[src/rtl/axi_stream_header_arbiter_if.sv]
// Header-request, insert-port and output-monitor signals shared between the
// header arbiter (master) and the header sources / inserter (slave).
interface axi_stream_header_arbiter_if #(
    parameter int DATA_WD      = 32,
    parameter int DATA_BYTE_WD = DATA_WD / 8,
    parameter int BYTE_CNT_WD  = $clog2(DATA_BYTE_WD),
    parameter int NUM_REQ      = 4
);
    logic [NUM_REQ-1:0]              req_valid;
    logic [NUM_REQ*DATA_WD-1:0]      req_data;
    logic [NUM_REQ*DATA_BYTE_WD-1:0] req_keep;
    logic [NUM_REQ*BYTE_CNT_WD-1:0]  req_byte_cnt;
    logic [NUM_REQ-1:0]              req_ready;

    logic                    valid_insert;
    logic [DATA_WD-1:0]      data_insert;
    logic [DATA_BYTE_WD-1:0] keep_insert;
    logic [BYTE_CNT_WD-1:0]  byte_insert_cnt;
    logic                    ready_insert;

    logic valid_out;
    logic ready_out;
    logic last_out;

    modport master (
        input  req_valid, req_data, req_keep, req_byte_cnt,
        output req_ready,
        output valid_insert, data_insert, keep_insert, byte_insert_cnt,
        input  ready_insert,
        input  valid_out, ready_out, last_out
    );

    modport slave (
        output req_valid, req_data, req_keep, req_byte_cnt,
        input  req_ready,
        input  valid_insert, data_insert, keep_insert, byte_insert_cnt,
        output ready_insert,
        output valid_out, ready_out, last_out
    );
endinterface

[src/rtl/axi_stream_header_arbiter.sv]
// Round-robin arbiter granting one header per packet to the AXI-Stream header inserter.
// Optional stall watchdog enabled by defining HDR_ARB_TIMEOUT_EN.
module axi_stream_header_arbiter #(
    parameter int DATA_WD      = 32,
    parameter int DATA_BYTE_WD = DATA_WD / 8,
    parameter int BYTE_CNT_WD  = $clog2(DATA_BYTE_WD),
    parameter int NUM_REQ      = 4,
    parameter int TIMEOUT      = 256,
    localparam int GRANT_WD    = $clog2(NUM_REQ)
) (
    input  logic                        clk,
    input  logic                        rst_n,
    axi_stream_header_arbiter_if.master bus,
    output logic [GRANT_WD-1:0]         grant_id,
    output logic                        busy,
    output logic                        pkt_done,
    output logic                        timeout_err
);

    localparam logic [1:0] ST_IDLE     = 2'd0;
    localparam logic [1:0] ST_OFFER    = 2'd1;
    localparam logic [1:0] ST_INFLIGHT = 2'd2;

    if (NUM_REQ < 2) begin : g_bad_num_req
        $error("axi_stream_header_arbiter: NUM_REQ must be at least 2");
    end
    if (TIMEOUT < 2) begin : g_bad_timeout
        $error("axi_stream_header_arbiter: TIMEOUT must be at least 2");
    end

    logic [1:0]              state_q, state_d;
    logic [GRANT_WD-1:0]     ptr_q;
    logic [GRANT_WD-1:0]     grant_q;
    logic [DATA_WD-1:0]      data_q;
    logic [DATA_BYTE_WD-1:0] keep_q;
    logic [BYTE_CNT_WD-1:0]  cnt_q;
    logic                    pkt_done_q;

    logic                    grant_en;
    logic [GRANT_WD-1:0]     sel;
    logic                    hdr_fire;
    logic                    last_fire;
    logic                    stall_hit;

    // First asserted requester strictly after ptr, wrapping around.
    function automatic logic [GRANT_WD-1:0] rr_pick(input logic [NUM_REQ-1:0]  valid,
                                                    input logic [GRANT_WD-1:0] ptr);
        logic [GRANT_WD-1:0] pick;
        logic                found;
        int                  idx;
        pick  = ptr;
        found = 1'b0;
        for (int i = 1; i <= NUM_REQ; i++) begin
            idx = (int'(ptr) + i) % NUM_REQ;
            if (!found && valid[idx]) begin
                pick  = GRANT_WD'(idx);
                found = 1'b1;
            end
        end
        return pick;
    endfunction

    assign sel = rr_pick(bus.req_valid, ptr_q);

    // The cycle carrying pkt_done is kept grant-free so grants are always spaced.
    assign grant_en  = (state_q == ST_IDLE) && (|bus.req_valid) && !pkt_done_q;
    assign hdr_fire  = (state_q == ST_OFFER) && bus.ready_insert;
    assign last_fire = (state_q == ST_INFLIGHT) && bus.valid_out && bus.ready_out
                       && bus.last_out;

`ifdef HDR_ARB_TIMEOUT_EN
    localparam int STALL_WD = $clog2(TIMEOUT);

    logic [STALL_WD-1:0] stall_q;
    logic                stall_clr;
    logic                timeout_err_q;

    assign stall_clr = hdr_fire || (bus.valid_out && bus.ready_out);
    assign stall_hit = busy && !stall_clr && (stall_q == STALL_WD'(TIMEOUT - 1));

    always_ff @(posedge clk or negedge rst_n) begin
        if (!rst_n) begin
            stall_q       <= '0;
            timeout_err_q <= 1'b0;
        end else begin
            if (!busy || stall_clr || stall_hit) begin
                stall_q <= '0;
            end else begin
                stall_q <= stall_q + 1'b1;
            end
            if (stall_hit) begin
                timeout_err_q <= 1'b1;
            end
        end
    end

    assign timeout_err = timeout_err_q;
`else
    assign stall_hit   = 1'b0;
    assign timeout_err = 1'b0;
`endif

    always_comb begin
        state_d = state_q;
        case (state_q)
            ST_IDLE:     if (grant_en)  state_d = ST_OFFER;
            ST_OFFER:    if (hdr_fire)  state_d = ST_INFLIGHT;
            ST_INFLIGHT: if (last_fire) state_d = ST_IDLE;
            default:                    state_d = ST_IDLE;
        endcase
        if (stall_hit) begin
            state_d = ST_IDLE;
        end
    end

    always_ff @(posedge clk or negedge rst_n) begin
        if (!rst_n) begin
            state_q    <= ST_IDLE;
            ptr_q      <= GRANT_WD'(NUM_REQ - 1);
            grant_q    <= '0;
            data_q     <= '0;
            keep_q     <= '0;
            cnt_q      <= '0;
            pkt_done_q <= 1'b0;
        end else begin
            state_q    <= state_d;
            pkt_done_q <= last_fire;
            if (grant_en) begin
                grant_q <= sel;
                data_q  <= bus.req_data[int'(sel)*DATA_WD +: DATA_WD];
                keep_q  <= bus.req_keep[int'(sel)*DATA_BYTE_WD +: DATA_BYTE_WD];
                cnt_q   <= bus.req_byte_cnt[int'(sel)*BYTE_CNT_WD +: BYTE_CNT_WD];
            end
            if (last_fire || stall_hit) begin
                ptr_q <= grant_q;
            end
        end
    end

    always_comb begin
        bus.req_ready = '0;
        if (grant_en) begin
            bus.req_ready[sel] = 1'b1;
        end
    end

    assign bus.valid_insert    = (state_q == ST_OFFER);
    assign bus.data_insert     = data_q;
    assign bus.keep_insert     = keep_q;
    assign bus.byte_insert_cnt = cnt_q;

    assign grant_id = grant_q;
    assign busy     = (state_q != ST_IDLE);
    assign pkt_done = pkt_done_q;

    a_req_ready_onehot: assert property (@(posedge clk) disable iff (!rst_n)
        $onehot0(bus.req_ready));

    a_req_ready_idle_only: assert property (@(posedge clk) disable iff (!rst_n)
        (state_q != ST_IDLE) |-> (bus.req_ready == '0));

    a_offer_stable: assert property (@(posedge clk) disable iff (!rst_n)
        (state_q == ST_OFFER && !bus.ready_insert) |=> $stable(data_q) && $stable(keep_q)
        && $stable(cnt_q));

endmodule

[src/flat_wrapper.sv]
// flat-port wrapper written by rule: the top's interface ports become plain ports
module axi_stream_header_arbiter_flat 
#(
    parameter int DATA_WD      = 32,
    parameter int DATA_BYTE_WD = DATA_WD / 8,
    parameter int BYTE_CNT_WD  = $clog2(DATA_BYTE_WD),
    parameter int NUM_REQ      = 4,
    parameter int TIMEOUT      = 256,
    localparam int GRANT_WD    = $clog2(NUM_REQ)
)
  (clk, rst_n, grant_id, busy, pkt_done, timeout_err, bus_req_valid, bus_req_data, bus_req_keep, bus_req_byte_cnt, bus_req_ready, bus_valid_insert, bus_data_insert, bus_keep_insert, bus_byte_insert_cnt, bus_ready_insert, bus_valid_out, bus_ready_out, bus_last_out);
  axi_stream_header_arbiter_if #(.DATA_WD(DATA_WD), .DATA_BYTE_WD(DATA_BYTE_WD), .BYTE_CNT_WD(BYTE_CNT_WD), .NUM_REQ(NUM_REQ)) bus_i ();
  input  logic clk;
  input  logic rst_n;
  output logic [GRANT_WD-1:0] grant_id;
  output logic busy;
  output logic pkt_done;
  output logic timeout_err;
  input wire logic [$bits(bus_i.req_valid)-1:0] bus_req_valid;
  input wire logic [$bits(bus_i.req_data)-1:0] bus_req_data;
  input wire logic [$bits(bus_i.req_keep)-1:0] bus_req_keep;
  input wire logic [$bits(bus_i.req_byte_cnt)-1:0] bus_req_byte_cnt;
  output wire logic [$bits(bus_i.req_ready)-1:0] bus_req_ready;
  output wire logic [$bits(bus_i.valid_insert)-1:0] bus_valid_insert;
  output wire logic [$bits(bus_i.data_insert)-1:0] bus_data_insert;
  output wire logic [$bits(bus_i.keep_insert)-1:0] bus_keep_insert;
  output wire logic [$bits(bus_i.byte_insert_cnt)-1:0] bus_byte_insert_cnt;
  input wire logic [$bits(bus_i.ready_insert)-1:0] bus_ready_insert;
  input wire logic [$bits(bus_i.valid_out)-1:0] bus_valid_out;
  input wire logic [$bits(bus_i.ready_out)-1:0] bus_ready_out;
  input wire logic [$bits(bus_i.last_out)-1:0] bus_last_out;
  assign bus_i.req_valid = bus_req_valid;
  assign bus_i.req_data = bus_req_data;
  assign bus_i.req_keep = bus_req_keep;
  assign bus_i.req_byte_cnt = bus_req_byte_cnt;
  assign bus_req_ready = bus_i.req_ready;
  assign bus_valid_insert = bus_i.valid_insert;
  assign bus_data_insert = bus_i.data_insert;
  assign bus_keep_insert = bus_i.keep_insert;
  assign bus_byte_insert_cnt = bus_i.byte_insert_cnt;
  assign bus_i.ready_insert = bus_ready_insert;
  assign bus_i.valid_out = bus_valid_out;
  assign bus_i.ready_out = bus_ready_out;
  assign bus_i.last_out = bus_last_out;
  axi_stream_header_arbiter #(.DATA_WD(DATA_WD), .DATA_BYTE_WD(DATA_BYTE_WD), .BYTE_CNT_WD(BYTE_CNT_WD), .NUM_REQ(NUM_REQ), .TIMEOUT(TIMEOUT)) u_core (.clk(clk), .rst_n(rst_n), .bus(bus_i), .grant_id(grant_id), .busy(busy), .pkt_done(pkt_done), .timeout_err(timeout_err));
endmodule
[config.mk]
export PLATFORM = sky130hd
export DESIGN_NAME = axi_stream_header_arbiter_flat
export DESIGN_NICKNAME = d
export VERILOG_FILES = /design/src/rtl/axi_stream_header_arbiter_if.sv /design/src/rtl/axi_stream_header_arbiter.sv /design/src/flat_wrapper.sv
export SDC_FILE = /design/constraint.sdc
export NUM_CORES = 1
export LEC_CHECK = 0
export ABC_AREA = 1
export CAP_MARGIN = 20
export CORE_MARGIN = 1
export CORE_UTILIZATION = 30
export CTS_BUF_LIST = sky130_fd_sc_hd__clkbuf_8
export CTS_CLUSTER_DIAMETER = 40
export DETAILED_ROUTE_END_ITERATION = 12
export DONT_BUFFER_PORTS = 1
export PLACE_DENSITY = 0.43
export SYNTH_ARGS = -nofsm -noshare
export SYNTH_HDL_FRONTEND = slang
export SYNTH_SLANG_ARGS = --single-unit
export TNS_END_PERCENT = 1
[constraint.sdc]
create_clock -name clk -period 4.9 [get_ports clk]
set_input_delay 0.735 -clock clk [delete_from_list [all_inputs] [get_ports clk]]
set_output_delay 0.735 -clock clk [all_outputs]
set_load 0.005 [all_outputs]
# Yosys cells after proc, flatten, opt, wreduce, memory -nomap -nowiden
# Cells that the tools add are included.
[totals] output_inout_bits=48 input_bits=162 wordCells=77 ff_bits=45
[classes] n_reduce_logical=22 order_cmp=6 n_shift=3 n_bitwise=4 eq_ne=5 add_sub_neg=4 muxes=26
[ops] operator="variable part select 128 x 8 -> 32 bit" n=1
[ops] operator="less-than comparator 3 x 4 -> 1 bit (second input constant)" n=4
[ops] operator="variable part select 16 x 5 -> 4 bit" n=1
[ops] operator="two-way mux 2 bit" n=7
[ops] operator="two-way mux 1 bit" n=12
[ops] operator="logical AND 1 bit" n=10
[ops] operator="binary-select mux 1 bit (select 2 bit)" n=4
[ops] operator="OR reduction 2 bit" n=4
[ops] operator="variable part select 8 x 4 -> 2 bit" n=1
[ops] operator="inequality test 2 x 1 -> 1 bit (second input constant)" n=3
[ops] operator="one-hot mux 2 bit (3 select lines)" n=1
[ops] operator="adder 2 x 1 -> 2 bit (second input constant)" n=2
[ops] operator="adder 2 bit (second input constant)" n=2
[ops] operator="AND 1 bit (first input constant)" n=4
[ops] operator="logical NOT 1 bit" n=4
[ops] operator="two-way mux 4 bit" n=1
[ops] operator="OR reduction 4 bit" n=1
[ops] operator="less-than comparator 2 x 3 -> 1 bit (second input constant)" n=1
[ops] operator="AND reduction 3 bit" n=1
[ops] operator="demux 1 bit (select 2 bit)" n=1
[ops] operator="== test 2 x 1 -> 1 bit (second input constant)" n=1
[ops] operator="== test 2 bit (second input constant)" n=1
[ops] operator=">= comparator 2 x 1 -> 1 bit (second input constant)" n=1
[ops] operator="logical NOT 2 bit" n=1
[ops] operator="nonzero test 2 bit" n=1

# Longest topological paths before layout
[logic_depth] word_depth=21 mapped_depth=16 mapped_depth_nobuf=13

# Worst setup path after synthesis
# Ideal clock, no wire load.
[synth_path] path_type="input-to-output" start="input port bus_req_valid[2]" end="output port bus_req_ready[2]" path_slack_ns=2.426 t_arrival_ns=1.739 path_stages=12 path_buffers=1 t_required_ns=4.165 path_cell_list="nand2_1 nand2_1 nand2_1 nand2_2 inv_2 nand3_2 inv_2 nand2_1 nand2_1 buf_2 nand2_1 nor2_1"
[synth_via] elab_chain_cells=18 word_cells_on_any_way=34 classes_between="order compare (2); mux (22); reduce/logical (10)"
[synth_rtl] element="start: declaration" line_no="flat_wrapper.sv:19" source="input wire logic [$bits(bus_i.req_valid)-1:0] bus_req_valid;"
[synth_rtl] element="binary-select mux 1 bit (select 2 bit)" line_no="axi_stream_header_arbiter.sv:55" source="if (!found && valid[idx]) begin"
[synth_rtl] element="two-way mux 1 bit (not written as such) (2 in series)" line_no="axi_stream_header_arbiter.sv:55"
[synth_rtl] element="two-way mux 1 bit" line_no="axi_stream_header_arbiter.sv:55"
[synth_rtl] element="logical NOT 1 bit" line_no="axi_stream_header_arbiter.sv:55"
[synth_rtl] element="logical AND 1 bit" line_no="axi_stream_header_arbiter.sv:55"
[synth_rtl] element="two-way mux 1 bit" line_no="axi_stream_header_arbiter.sv:55"
[synth_rtl] element="logical NOT 1 bit" line_no="axi_stream_header_arbiter.sv:55"
[synth_rtl] element="logical AND 1 bit" line_no="axi_stream_header_arbiter.sv:55"
[synth_rtl] element="two-way mux 1 bit" line_no="axi_stream_header_arbiter.sv:55"
[synth_rtl] element="logical NOT 1 bit" line_no="axi_stream_header_arbiter.sv:55"
[synth_rtl] element="logical AND 1 bit" line_no="axi_stream_header_arbiter.sv:55"
[synth_rtl] element="two-way mux 2 bit" line_no="axi_stream_header_arbiter.sv:55"
[synth_rtl] element="less-than comparator 2 x 3 -> 1 bit (not written as such) / >= comparator 2 x 1 -> 1 bit (equally long branches)" line_no="axi_stream_header_arbiter.sv:143" source="bus.req_ready[sel] = 1'b1;"
[synth_rtl] element="logical AND 1 bit (not written as such)" line_no="axi_stream_header_arbiter.sv:143"
[synth_rtl] element="two-way mux 1 bit (not written as such)" line_no="axi_stream_header_arbiter.sv:143"
[synth_rtl] element="demux 1 bit (select 2 bit)"
[synth_rtl] element="two-way mux 4 bit *" line_no="axi_stream_header_arbiter.sv:142" source="if (grant_en) begin"
[synth_rtl] element="end: declaration" line_no="flat_wrapper.sv:23" source="output wire logic [$bits(bus_i.req_ready)-1:0] bus_req_ready;"
# Every way passes the cells marked *; elsewhere a longest branch is shown, timed or not. The select of a mux whose other input is x is not followed.

# Worst setup path after layout
[layout_path] start="register u_core.ptr_q[0]" end="output port bus_req_ready[0]"
[layout_via] elab_chain_cells=19 word_cells_on_any_way=35 classes_between="add/sub (4); order compare (2); mux (22); reduce/logical (7)"
[layout_rtl] element="start: declaration" line_no="axi_stream_header_arbiter.sv:32" source="logic [GRANT_WD-1:0] ptr_q;"
[layout_rtl] element="start signal: assignment" line_no="axi_stream_header_arbiter.sv:119" source="ptr_q <= GRANT_WD'(NUM_REQ - 1);"
[layout_rtl] element="start signal: assignment" line_no="axi_stream_header_arbiter.sv:135" source="ptr_q <= grant_q;"
[layout_rtl] element="adder 2 x 1 -> 2 bit" line_no="axi_stream_header_arbiter.sv:54" source="idx = (int'(ptr) + i) % NUM_REQ;"
[layout_rtl] element="binary-select mux 1 bit (select 2 bit)" line_no="axi_stream_header_arbiter.sv:55"
[layout_rtl] element="two-way mux 1 bit (not written as such) (2 in series)" line_no="axi_stream_header_arbiter.sv:55"
[layout_rtl] element="two-way mux 1 bit" line_no="axi_stream_header_arbiter.sv:55"
[layout_rtl] element="logical NOT 1 bit" line_no="axi_stream_header_arbiter.sv:55"
[layout_rtl] element="logical AND 1 bit" line_no="axi_stream_header_arbiter.sv:55"
[layout_rtl] element="two-way mux 1 bit" line_no="axi_stream_header_arbiter.sv:55"
[layout_rtl] element="logical NOT 1 bit" line_no="axi_stream_header_arbiter.sv:55"
[layout_rtl] element="[... 2 more ...]"
[layout_rtl] element="logical NOT 1 bit" line_no="axi_stream_header_arbiter.sv:55"
[layout_rtl] element="logical AND 1 bit" line_no="axi_stream_header_arbiter.sv:55"
[layout_rtl] element="two-way mux 2 bit *" line_no="axi_stream_header_arbiter.sv:55"
[layout_rtl] element="less-than comparator 2 x 3 -> 1 bit (not written as such) / >= comparator 2 x 1 -> 1 bit (equally long branches)" line_no="axi_stream_header_arbiter.sv:143"
[layout_rtl] element="logical AND 1 bit (not written as such)" line_no="axi_stream_header_arbiter.sv:143"
[layout_rtl] element="two-way mux 1 bit (not written as such)" line_no="axi_stream_header_arbiter.sv:143"
[layout_rtl] element="demux 1 bit (select 2 bit) *"
[layout_rtl] element="two-way mux 4 bit *" line_no="axi_stream_header_arbiter.sv:142"
# Marks and branches as above.

==> results_dict.tcl <==
set metrics [dict create \
    grt_pass1_wl_um 17300 \
    pre_cts_slack_ns 1.24 \
    power_frac_seq 0.213 \
    drv_slew 0 \
    ios 210 \
    grt_max_degree 46 \
    maxCapViolations 0 \
    vias_per_cell 5.50 \
    worstPathMaxFanout 41 \
    fp.dieW_um 107 \
    syn_area_um2 3290 \
    post-cts-setup-buffer-count 0 \
    crit_path_start "u_core.ptr_q[0]$_DFFE_PN1P_" \
    crit_buf_inv 2 \
    fin_area_um2 3320 \
    hp-class "in -> async" \
    routed_wl_um 11200 \
    path_depth 10 \
    cts.repair.resized 0 \
    core_um2 10500 \
    cts-root-buf "clkbuf_8" \
    ys_seq_area_frac 0.343 \
    area_delta_synth_final_pct 1.10 \
    max_freq_mhz 253 \
    hold_viol 0 \
    overflow 0 \
    whs_ns 0.132 \
    cp-start-kind "flop" \
    cp.required_ns 4.16 \
    clock-skew-final_ns 0.00686 \
    worstMarginPinSlew_ns 0.821 \
    synth.avg_cell_area_um2 6.48 \
    grt.total_usage 0.194 \
    layout_min_cycle_time_ns 3.95 \
    timing.rr.end "u_core.bus.data_insert[11]$_DFFE_PN0P_" \
    power.internal_mw 1.46 \
    synth_seq_cells 45 \
    drtAntennaViolNets 0 \
    clk_latency_ns 0.29 \
    ctsHoldBuffers 0 \
    slowest_delay_ns 0.68 \
    first_global_vias 3401 \
    dr.pass1.iters 4 \
    drtIter0Drc 242 \
    ctsHtreeMaxLevel 2 \
    final.setup.worst_slack_ns 0.948 \
    rrSetupSlack_ns 1.74 \
    seq_area_um2 1130 \
    antenna_cells 0 \
    cts_buffers 5 \
    rr_worst_depth 13 \
    fill_cells 1208 \
    clkTransAtPathRegs_ns 0.09 \
    rsz0062_at_grt "no" \
    dp_hpwl_um 7810 \
    route.vias.total 3395 \
    crit_path_end_kind "primary output" \
    period_share 0.807 \
    multi_input_area_um2 1860 \
    setup_viol 0 \
    p_sw_mw 2.14 \
    chipHeight_um 107 \
    synthCells 507 \
    die_area_um2 11400 \
    cp.arrival_ns 3.22 \
    drc_errors 0 \
    syn-num-nets 669 \
    initial_utilization 0.314 \
    routedWlPerCell_um 18.1 \
    power.leakage_nw 1.62 \
    clock_sink_count 45 \
    max_slew_margin 0.451 \
    cts_max_path_buffers 2 \
    gp_congestion 0.784 \
    status "complete, no violations" \
    combPwrFrac 0.726 \
    switching_share 0.595 \
    synth.distinct_cells 22 \
    antenna_found_initial 0 \
    postPlaceCellArea_um2 3240 \
    ys_warn_count 0 \
    crit_chain "inv_4, nand2_1, nand2_1, nand2_1, nand2_2, inv_2, nand2_2, nand2_2, nand2_2, nor3_1" \
    final_util 0.318 \
    cts_tree "yes" \
    finalSetupTns_ns 0 \
    p_clk_frac 0.062 \
    rows 37 \
    timing.rr.start "u_core.ptr_q[0]$_DFFE_PN1P_" \
    layout-drive-gt1-share 0.0665 \
    cpMostUsedCell "nand2_2" \
    portBuffers 0 \
    worstSetupEndpoint "bus_req_ready[0]" \
    nNetsFinal 642 \
    path_class "reg -> out" \
    p_per_area_nw_per_um2 1080 \
    peakVddDrop_mv 0.594 \
    slowest_stage "nand2_2" \
    cp_top_family "simple AND/OR/NAND/NOR gates" \
]
## worst reg2reg max path: cells and delay by family, from the launching register on
| family | cells | cell delay [ns] |
|---|---|---|
| AND/OR/NAND/NOR | 11 | 2.21 |
| flip-flops | 1 | 0.66 |
| buffers and inverters | 2 | 0.19 |
## cells in the mapped netlist
cell type    n  area [um2]
nand4_1      1        6.26
nand2_2      9        56.3
conb_1       1        3.75
clkbuf_1     6        22.5
clkinv_1     1        3.75
buf_2       19        95.1
nand2_1    191         717
o21ai_0      3        15.0
dfrtp_1     43        1080
o21ai_1      1        5.00
nor4_1       1        6.26
nand3_2      3        30.0
o31ai_1      1        7.51
inv_1        2        7.51
buf_6        9         101
nand3_1    194         971
inv_4        1        6.26
buf_4        8        60.1
nor3_1       2        10.0
dfstp_2      2        52.6
nor2_1       6        22.5
inv_2        3        11.3
## cell usage in the layout (no fill, tap or decap), drive strengths merged
cell type / count
inv: 9
nand4: 1
nor4: 1
clkbuf: 5
clkinv: 1
o31ai: 1
o21ai: 4
nor2: 6
dfstp: 2
conb: 1
nand2: 200
nor3: 2
nand3: 197
dfrtp: 43
buf: 8
## routing by layer
layer	vias up	GRT usage	part of all wire
met3	13	0.0498	0.088
met2	180	0.358	0.50
met1	1572	0.223	0.40
li1	1630	-	-
met5	-	0	0
met4	0	0.0450	0.013
## worst min path at each step
| stage | slack, ns | depth (start not counted) | from | endpoint |
|---|---|---|---|---|
| 2_1_floorplan | 0.44 | 0 | rst_n | u_core.bus.byte_insert_cnt[0]$_DFFE_PN0P_ |
| 3_3_place_gp | 0.44 | 0 | rst_n | u_core.bus.data_insert[4]$_DFFE_PN0P_ |
| 3_5_place_dp | 0.44 | 0 | rst_n | u_core.bus.data_insert[4]$_DFFE_PN0P_ |
| 4_1_cts | 0.11 | 0 | rst_n | u_core.bus.data_insert[17]$_DFFE_PN0P_ |
| 5_1_grt | 0.1 | 0 | rst_n | u_core.bus.data_insert[4]$_DFFE_PN0P_ |
| 6_report | 0.13 | 0 | rst_n | u_core.bus.data_insert[1]$_DFFE_PN0P_ |
## sequential cells by signal, indices dropped and copies added, names as in the netlist
signal / flops
u_core.bus.data_insert: 32
u_core.bus.keep_insert: 4
u_core.bus.byte_insert_cnt: 2
u_core.grant_id: 2
u_core.ptr_q: 2
u_core.state_q: 2
u_core.pkt_done: 1
## metrics by stage
| stage | cells | power [mW] |
|---|---|---|
| after floorplan | 507 | 2.95 |
| after global placement | 609 | 3.39 |
| after detailed placement | 609 | 3.42 |
| after CTS | 617 | 3.65 |
| after global routing | 617 | 4.02 |
| final | 617 | 3.59 |
## cells by family after synthesis
kind of cell | after synthesis | synth area share
simple gates | 407 | 0.553
buf+inv | 49 | 0.0936
flops | 45 | 0.343
compound gates | 5 | 0.00837
other cells | 1 | 0.00114
## cell type report
type                            instances  area share
Tap cell                              136      0.0512
Clock inverter                          3     0.00339
Inverter                                7     0.00866
Clock buffer                            5      0.0207
Sequential cell                        45       0.340
Timing Repair Buffer                    8      0.0181
Multi-Input combinational cell        413       0.558
## power by group through the flow
stage                     logic [mW]  registers [mW]  clock network, mW
final                           2.61           0.764              0.222
after global routing            2.99           0.789              0.248
after floorplan                 2.25           0.698                  0
after CTS                       2.64           0.769              0.236
after detailed placement        2.64           0.773                  0
after global placement          2.61           0.778                  0
(Power assumes the default switching activity.)
